--- config.mk ---
export PLATFORM = sky130hd
export DESIGN_NAME = key_input_conditioner_flat
export DESIGN_NICKNAME = d
export VERILOG_FILES = /design/src/rtl/key_input_conditioner_if.sv /design/src/rtl/key_input_conditioner.sv /design/src/flat_wrapper.sv
export SDC_FILE = /design/constraint.sdc
export NUM_CORES = 1
export LEC_CHECK = 0
export ABC_CLOCK_PERIOD_IN_PS = 5300
export CAP_MARGIN = 20
export CORE_MARGIN = 4
export CORE_UTILIZATION = 48
export DETAILED_ROUTE_END_ITERATION = 6
export GPL_TIMING_DRIVEN = 1
export PLACE_DENSITY_LB_ADDON = 0.3
export SETUP_SLACK_MARGIN = 0.4
export SLEW_MARGIN = 10
export SYNTH_ARGS = -nofsm -noshare
export SYNTH_HDL_FRONTEND = slang
export SYNTH_SLANG_ARGS = --single-unit
export TNS_END_PERCENT = 20
--- constraint.sdc ---
create_clock -name clk_100Mhz -period 5.3 [get_ports clk_100Mhz]
set_input_delay 1.59 -clock clk_100Mhz [delete_from_list [all_inputs] [get_ports clk_100Mhz]]
set_output_delay 1.59 -clock clk_100Mhz [all_outputs]
set_load 0.005 [all_outputs]
--- src/rtl/key_input_conditioner_if.sv ---
// Raw key inputs and conditioned event outputs shared between the key front-end
// and the lock core.
interface key_input_conditioner_if;
  logic [9:0] pwds_raw;
  logic       backspace_raw;
  logic       confirm_raw;
  logic       operate_raw;
  logic       admin_raw;
  logic       relieve_raw;

  logic       tick_400hz;
  logic [9:0] pwds_level;
  logic [9:0] digit_pulse;
  logic [3:0] digit_code;
  logic       multi_key;
  logic       backspace_p;
  logic       confirm_p;
  logic       operate_p;
  logic       relieve_p;
  logic       admin_level;
  logic       activity_p;

  modport master (
    output pwds_raw, backspace_raw, confirm_raw, operate_raw, admin_raw, relieve_raw,
    input  tick_400hz, pwds_level, digit_pulse, digit_code, multi_key,
           backspace_p, confirm_p, operate_p, relieve_p, admin_level, activity_p
  );

  modport slave (
    input  pwds_raw, backspace_raw, confirm_raw, operate_raw, admin_raw, relieve_raw,
    output tick_400hz, pwds_level, digit_pulse, digit_code, multi_key,
           backspace_p, confirm_p, operate_p, relieve_p, admin_level, activity_p
  );
endinterface

--- src/rtl/key_input_conditioner.sv ---
// Key front-end: synchronise, debounce and edge-detect the digit switches and
// buttons, producing events stretched to one 400 Hz tick period.
module key_input_conditioner #(
  parameter int TICK_DIV  = 250000,
  parameter int DEB_TICKS = 8
) (
  input logic                     clk_100Mhz,
  input logic                     reset_n,
  key_input_conditioner_if.slave  kif
);

  localparam int NIN = 15;
  localparam int TW  = $clog2(TICK_DIV);
  localparam int CW  = (DEB_TICKS > 1) ? $clog2(DEB_TICKS) : 1;

  // Input bit map: [9:0] digits, 10 backspace, 11 confirm, 12 operate, 13 admin, 14 relieve
  logic [NIN-1:0] w_raw;
  logic [NIN-1:0] r_sync1;
  logic [NIN-1:0] r_sync2;
  logic [NIN-1:0] r_deb;
  logic [NIN-1:0] r_debOld;
  logic [CW-1:0]  r_debCnt [NIN];
  logic [TW-1:0]  r_tickCnt;
  logic           r_tickD;
  logic           w_tick;

  logic [9:0]     w_pwdsRise;
  logic [9:0]     w_level;
  logic           w_oneHot;
  logic [9:0]     w_digitNext;
  logic [3:0]     w_codeNext;
  logic           w_multiNext;

  logic [9:0]     r_digitPulse;
  logic [3:0]     r_digitCode;
  logic           r_multi;
  logic           r_bs;
  logic           r_cf;
  logic           r_op;
  logic           r_rl;
  logic           r_act;

  assign w_raw  = {kif.relieve_raw, kif.admin_raw, kif.operate_raw,
                   kif.confirm_raw, kif.backspace_raw, kif.pwds_raw};
  assign w_tick = (r_tickCnt == TW'(TICK_DIV - 1));

  always_ff @(posedge clk_100Mhz or negedge reset_n) begin
    if (!reset_n) begin
      r_tickCnt <= '0;
      r_tickD   <= 1'b0;
      r_sync1   <= '0;
      r_sync2   <= '0;
    end else begin
      r_tickCnt <= w_tick ? '0 : r_tickCnt + 1'b1;
      r_tickD   <= w_tick;
      r_sync1   <= w_raw;
      r_sync2   <= r_sync1;
    end
  end

  // r_debOld keeps the pre-tick levels so the following cycle can see both sides of a change
  always_ff @(posedge clk_100Mhz or negedge reset_n) begin
    if (!reset_n) begin
      r_deb    <= '0;
      r_debOld <= '0;
      for (int i = 0; i < NIN; i++) r_debCnt[i] <= '0;
    end else if (w_tick) begin
      r_debOld <= r_deb;
      for (int i = 0; i < NIN; i++) begin
        if (r_sync2[i] == r_deb[i]) begin
          r_debCnt[i] <= '0;
        end else if (r_debCnt[i] == CW'(DEB_TICKS - 1)) begin
          r_deb[i]    <= r_sync2[i];
          r_debCnt[i] <= '0;
        end else begin
          r_debCnt[i] <= r_debCnt[i] + 1'b1;
        end
      end
    end
  end

  assign w_pwdsRise = r_deb[9:0] & ~r_debOld[9:0];
  assign w_level    = r_deb[9:0];
  assign w_oneHot   = (w_level != '0) && ((w_level & (w_level - 10'd1)) == '0);

  always_comb begin
    w_digitNext = '0;
    w_codeNext  = '0;
    w_multiNext = 1'b0;
    if (w_pwdsRise != '0) begin
      if (w_oneHot) begin
        w_digitNext = w_level;
        for (int i = 0; i < 10; i++) begin
          if (w_level[i]) w_codeNext = 4'(i);
        end
      end else begin
        w_multiNext = 1'b1;
      end
    end
  end

  // Every post-tick cycle reloads the outputs, so an event lasts exactly one tick period
  always_ff @(posedge clk_100Mhz or negedge reset_n) begin
    if (!reset_n) begin
      r_digitPulse <= '0;
      r_digitCode  <= '0;
      r_multi      <= 1'b0;
      r_bs         <= 1'b0;
      r_cf         <= 1'b0;
      r_op         <= 1'b0;
      r_rl         <= 1'b0;
      r_act        <= 1'b0;
    end else if (r_tickD) begin
      r_digitPulse <= w_digitNext;
      r_digitCode  <= w_codeNext;
      r_multi      <= w_multiNext;
      r_bs         <= r_deb[10] & ~r_debOld[10];
      r_cf         <= r_deb[11] & ~r_debOld[11];
      r_op         <= r_deb[12] & ~r_debOld[12];
      r_rl         <= r_deb[14] & ~r_debOld[14];
      r_act        <= |(r_deb ^ r_debOld);
    end
  end

  assign kif.tick_400hz  = w_tick;
  assign kif.pwds_level  = r_deb[9:0];
  assign kif.admin_level = r_deb[13];
  assign kif.digit_pulse = r_digitPulse;
  assign kif.digit_code  = r_digitCode;
  assign kif.multi_key   = r_multi;
  assign kif.backspace_p = r_bs;
  assign kif.confirm_p   = r_cf;
  assign kif.operate_p   = r_op;
  assign kif.relieve_p   = r_rl;
  assign kif.activity_p  = r_act;

endmodule

--- src/flat_wrapper.sv ---
// flat-port wrapper written by rule: the top's interface ports become plain ports
module key_input_conditioner_flat 
#(
  parameter int TICK_DIV  = 250000,
  parameter int DEB_TICKS = 8
)
  (clk_100Mhz, reset_n, kif_pwds_raw, kif_backspace_raw, kif_confirm_raw, kif_operate_raw, kif_admin_raw, kif_relieve_raw, kif_tick_400hz, kif_pwds_level, kif_digit_pulse, kif_digit_code, kif_multi_key, kif_backspace_p, kif_confirm_p, kif_operate_p, kif_relieve_p, kif_admin_level, kif_activity_p);
  key_input_conditioner_if kif_i ();
  input logic clk_100Mhz;
  input logic reset_n;
  input wire logic [$bits(kif_i.pwds_raw)-1:0] kif_pwds_raw;
  input wire logic [$bits(kif_i.backspace_raw)-1:0] kif_backspace_raw;
  input wire logic [$bits(kif_i.confirm_raw)-1:0] kif_confirm_raw;
  input wire logic [$bits(kif_i.operate_raw)-1:0] kif_operate_raw;
  input wire logic [$bits(kif_i.admin_raw)-1:0] kif_admin_raw;
  input wire logic [$bits(kif_i.relieve_raw)-1:0] kif_relieve_raw;
  output wire logic [$bits(kif_i.tick_400hz)-1:0] kif_tick_400hz;
  output wire logic [$bits(kif_i.pwds_level)-1:0] kif_pwds_level;
  output wire logic [$bits(kif_i.digit_pulse)-1:0] kif_digit_pulse;
  output wire logic [$bits(kif_i.digit_code)-1:0] kif_digit_code;
  output wire logic [$bits(kif_i.multi_key)-1:0] kif_multi_key;
  output wire logic [$bits(kif_i.backspace_p)-1:0] kif_backspace_p;
  output wire logic [$bits(kif_i.confirm_p)-1:0] kif_confirm_p;
  output wire logic [$bits(kif_i.operate_p)-1:0] kif_operate_p;
  output wire logic [$bits(kif_i.relieve_p)-1:0] kif_relieve_p;
  output wire logic [$bits(kif_i.admin_level)-1:0] kif_admin_level;
  output wire logic [$bits(kif_i.activity_p)-1:0] kif_activity_p;
  assign kif_i.pwds_raw = kif_pwds_raw;
  assign kif_i.backspace_raw = kif_backspace_raw;
  assign kif_i.confirm_raw = kif_confirm_raw;
  assign kif_i.operate_raw = kif_operate_raw;
  assign kif_i.admin_raw = kif_admin_raw;
  assign kif_i.relieve_raw = kif_relieve_raw;
  assign kif_tick_400hz = kif_i.tick_400hz;
  assign kif_pwds_level = kif_i.pwds_level;
  assign kif_digit_pulse = kif_i.digit_pulse;
  assign kif_digit_code = kif_i.digit_code;
  assign kif_multi_key = kif_i.multi_key;
  assign kif_backspace_p = kif_i.backspace_p;
  assign kif_confirm_p = kif_i.confirm_p;
  assign kif_operate_p = kif_i.operate_p;
  assign kif_relieve_p = kif_i.relieve_p;
  assign kif_admin_level = kif_i.admin_level;
  assign kif_activity_p = kif_i.activity_p;
  key_input_conditioner #(.TICK_DIV(TICK_DIV), .DEB_TICKS(DEB_TICKS)) u_core (.clk_100Mhz(clk_100Mhz), .reset_n(reset_n), .kif(kif_i));
endmodule
==> metrics <==
placed instance count 761; sequential share of the synthesized area 0.567; port bufs 48; Yosys top cell area share 0.567; Avg Inst Size Synth 11.1 sq um; period utilization 0.714; diode count 0; top cells by count, synth dfrtp_1 (144), nand2_1 (110), ha_1 (45); r2r endpoint u_core.kif.digit_pulse[3]$_DFFE_PN0P_; Initial Util 0.498; initial DRC count 356; Post-CTS Setup Bufs 0; leakage 3.78 nW; slew margin rel. 0.454; clock sink count 144; Post-CTS Resized 0; synthesized instance count 574; peak supply drop 0.000221 V; Tot GR Track Use 0.176; Residual DRC 0; WP data required 3.71 ns; Die Y 123 um; H-tree levels 4; ys flop type dfrtp_1; Remaining Overflow, GRT 0; max_cap viols 0; Synth warnings 0; hold buffer count at CTS 0; Post-synth ARST share 1.00; final setup vio count 0; RD Place Congestion 0.758; R2R setup slack 2.70 ns; Crit Reg-Reg Startpoint u_core.r_deb[0]$_DFFE_PN0P_; Post-Route WL 11.8 mm; Core Rows 41; Worst Tran Pin Value 0.809 ns; CP Buf/Inv Count 1; average wire per standard cell 14.9 um; ANT nets after route 0; Area Overhead vs Synth 18.6%; via count 4,172; P per Cell Area 322 mW/mm^2; Setup CP Type flop to output port; Final Skew 0.00769 ns; worst setup path startpoint u_core.r_tickCnt[0]$_DFF_PN0_; CTS Buf Count 17; clock latency at the later pin of the worst-skew pair 0.42 ns; post-synthesis cell area 0.00636 sq mm; Max Slew Vio Count 0; top-count cell post-synth dfrtp_1; Critical Path Stages 4; post-synth net total 636; Peak Freq 0.264 GHz; Post-DP HPWL 7.87 mm; Max FO, Critical Path 6; CP top delay family simple AND/OR/NAND/NOR gates; die width 123 um; CP peak stage delay 0.57 ns; DR vias/cell 5.26; Critical Path Sink kif_tick_400hz; status completed; setup TNS 0 ns; Crit-path slowest cell clkdlybuf4s50_1; startpoint types flop; CTS max path bufs 2; Final nets 670; final critical-path required period 3.78 ns; via count of the first global-routing pass 4,266; top post-synthesis cells by area dfrtp_1 (57%), ha_1 (8.9%), nand2_1 (6.5%); #FFs+latches synth 144; final hold viol count 0; EDFF count, synth 0; Synth area leader dfrtp_1; largest net degree at the start of global routing 82; crit end category output port; CTS root buf clkbuf_16; IO Pins 49; Core ar. 0.0128 sq mm; first-pass detailed-route iteration total 4; Clock transition at path regs 0.06 ns; post-synthesis cell type count 43; CTS tree yes; Die ar. 0.0152 sq mm; unrepaired setup endpoints after global routing no; share of cells above drive strength 1 0.0950; Fillers 1,027; cells along the critical path ha_1 -> nand3_1 -> nor4_1 -> clkdlybuf4s50_1; Worst EP arrival 2.19 ns; fin cells 793; initial antenna violation count 0; first-pass GRT wire length 20.5 mm; Hold Crit Class flop to flop; R2R cell count 5
per-stage QoR:
| step | instance area (sq um) | util | setup WS, ns | hold WS, ns | power (mW) |
|---|---|---|---|---|---|
| after global routing | 7540 | 0.590 | 1.30 | 0.352 | 2.52 |
| after global placement | 6900 | 0.540 | 2.01 | 0.332 | 1.18 |
| after detailed placement | 6900 | 0.540 | 1.94 | 0.336 | 1.18 |
| after CTS | 7540 | 0.590 | 1.48 | 0.350 | 2.46 |
| final | 7540 | 0.590 | 1.52 | 0.345 | 2.43 |
| after floorplan | 6360 | - | 2.60 | 0.331 | 1.14 |
kinds of logic after synthesis:
kind of cell / synth area share
simple gates: 0.160
flops: 0.567
buf+inv: 0.0423
compound gates: 0.0642
fa+ha+maj: 0.0901
xor+xnor: 0.0427
mux: 0.0336
cell type report:
| class | count | area (sq um) | area share |
|---|---|---|---|
| clock buffer | 19 | 453 | 0.0601 |
| clock inverter | 13 | 184 | 0.0244 |
| inverter | 19 | 71.3 | 0.00946 |
| multi-input combinational | 373 | 2490 | 0.331 |
| sequential | 144 | 3600 | 0.478 |
| tap | 172 | 215 | 0.0285 |
| timing repair buffer | 53 | 519 | 0.0689 |
placed cells by master (no fill, tap or decap), drive strengths merged, types with 2 or more instances in the layout:
master and n:
or4 4, o21ai 16, nor3 3, o41ai 2, a21oi 4, nand4 8
mux2 19, dfrtp 144, ha 45, xor2 14, and3 2, clkinvlp 3
bufinv 4, xnor2 17, clkinv 5, o22ai 2, a22o 14, nand3b 10
inv 20, buf 6, clkdlybuf4s50 47, nor2 34, nand3 35, a21o 9
nor4 13, nand2 110, clkbuf 19
routing by layer:
layer | up-vias | global-route usage | wire, um
li1 | 2019 | - | -
met1 | 2068 | 0.223 | 5400
met2 | 72 | 0.285 | 5700
met3 | 13 | 0.0622 | 553
met4 | 0 | 0.0533 | 157
met5 | - | 0 | 0
worst min-delay path by stage:
stage                                      start                      endpoint  cells past startpoint
global placement    u_core.r_sync1[12]$_DFF_PN0_  u_core.r_sync2[12]$_DFF_PN0_                      0
finish               u_core.r_sync1[2]$_DFF_PN0_   u_core.r_sync2[2]$_DFF_PN0_                      0
global route        u_core.r_sync1[11]$_DFF_PN0_  u_core.r_sync2[11]$_DFF_PN0_                      0
floorplan            u_core.r_sync1[0]$_DFF_PN0_   u_core.r_sync2[0]$_DFF_PN0_                      0
CTS                 u_core.r_sync1[11]$_DFF_PN0_  u_core.r_sync2[11]$_DFF_PN0_                      0
detailed placement  u_core.r_sync1[11]$_DFF_PN0_  u_core.r_sync2[11]$_DFF_PN0_                      0
sequential cells by signal, summed over array words and instances (netlist names), 4 cells and up:
name and count:
u_core.r_debCnt 45, u_core.r_tickCnt 18, u_core.r_debOld 15, u_core.r_deb 15, u_core.r_sync1 15, u_core.r_sync2 15
u_core.kif.digit_pulse 10, u_core.kif.digit_code 4
power by group:
group	switching (mW)	total, mW	internal [mW]
clock network	0.456	1.27	0.812
registers	0.00603	1.12	1.11
logic	0.0269	0.0428	0.0159
total	0.489	2.43	1.94
Power figures use the tool's default switching activity.
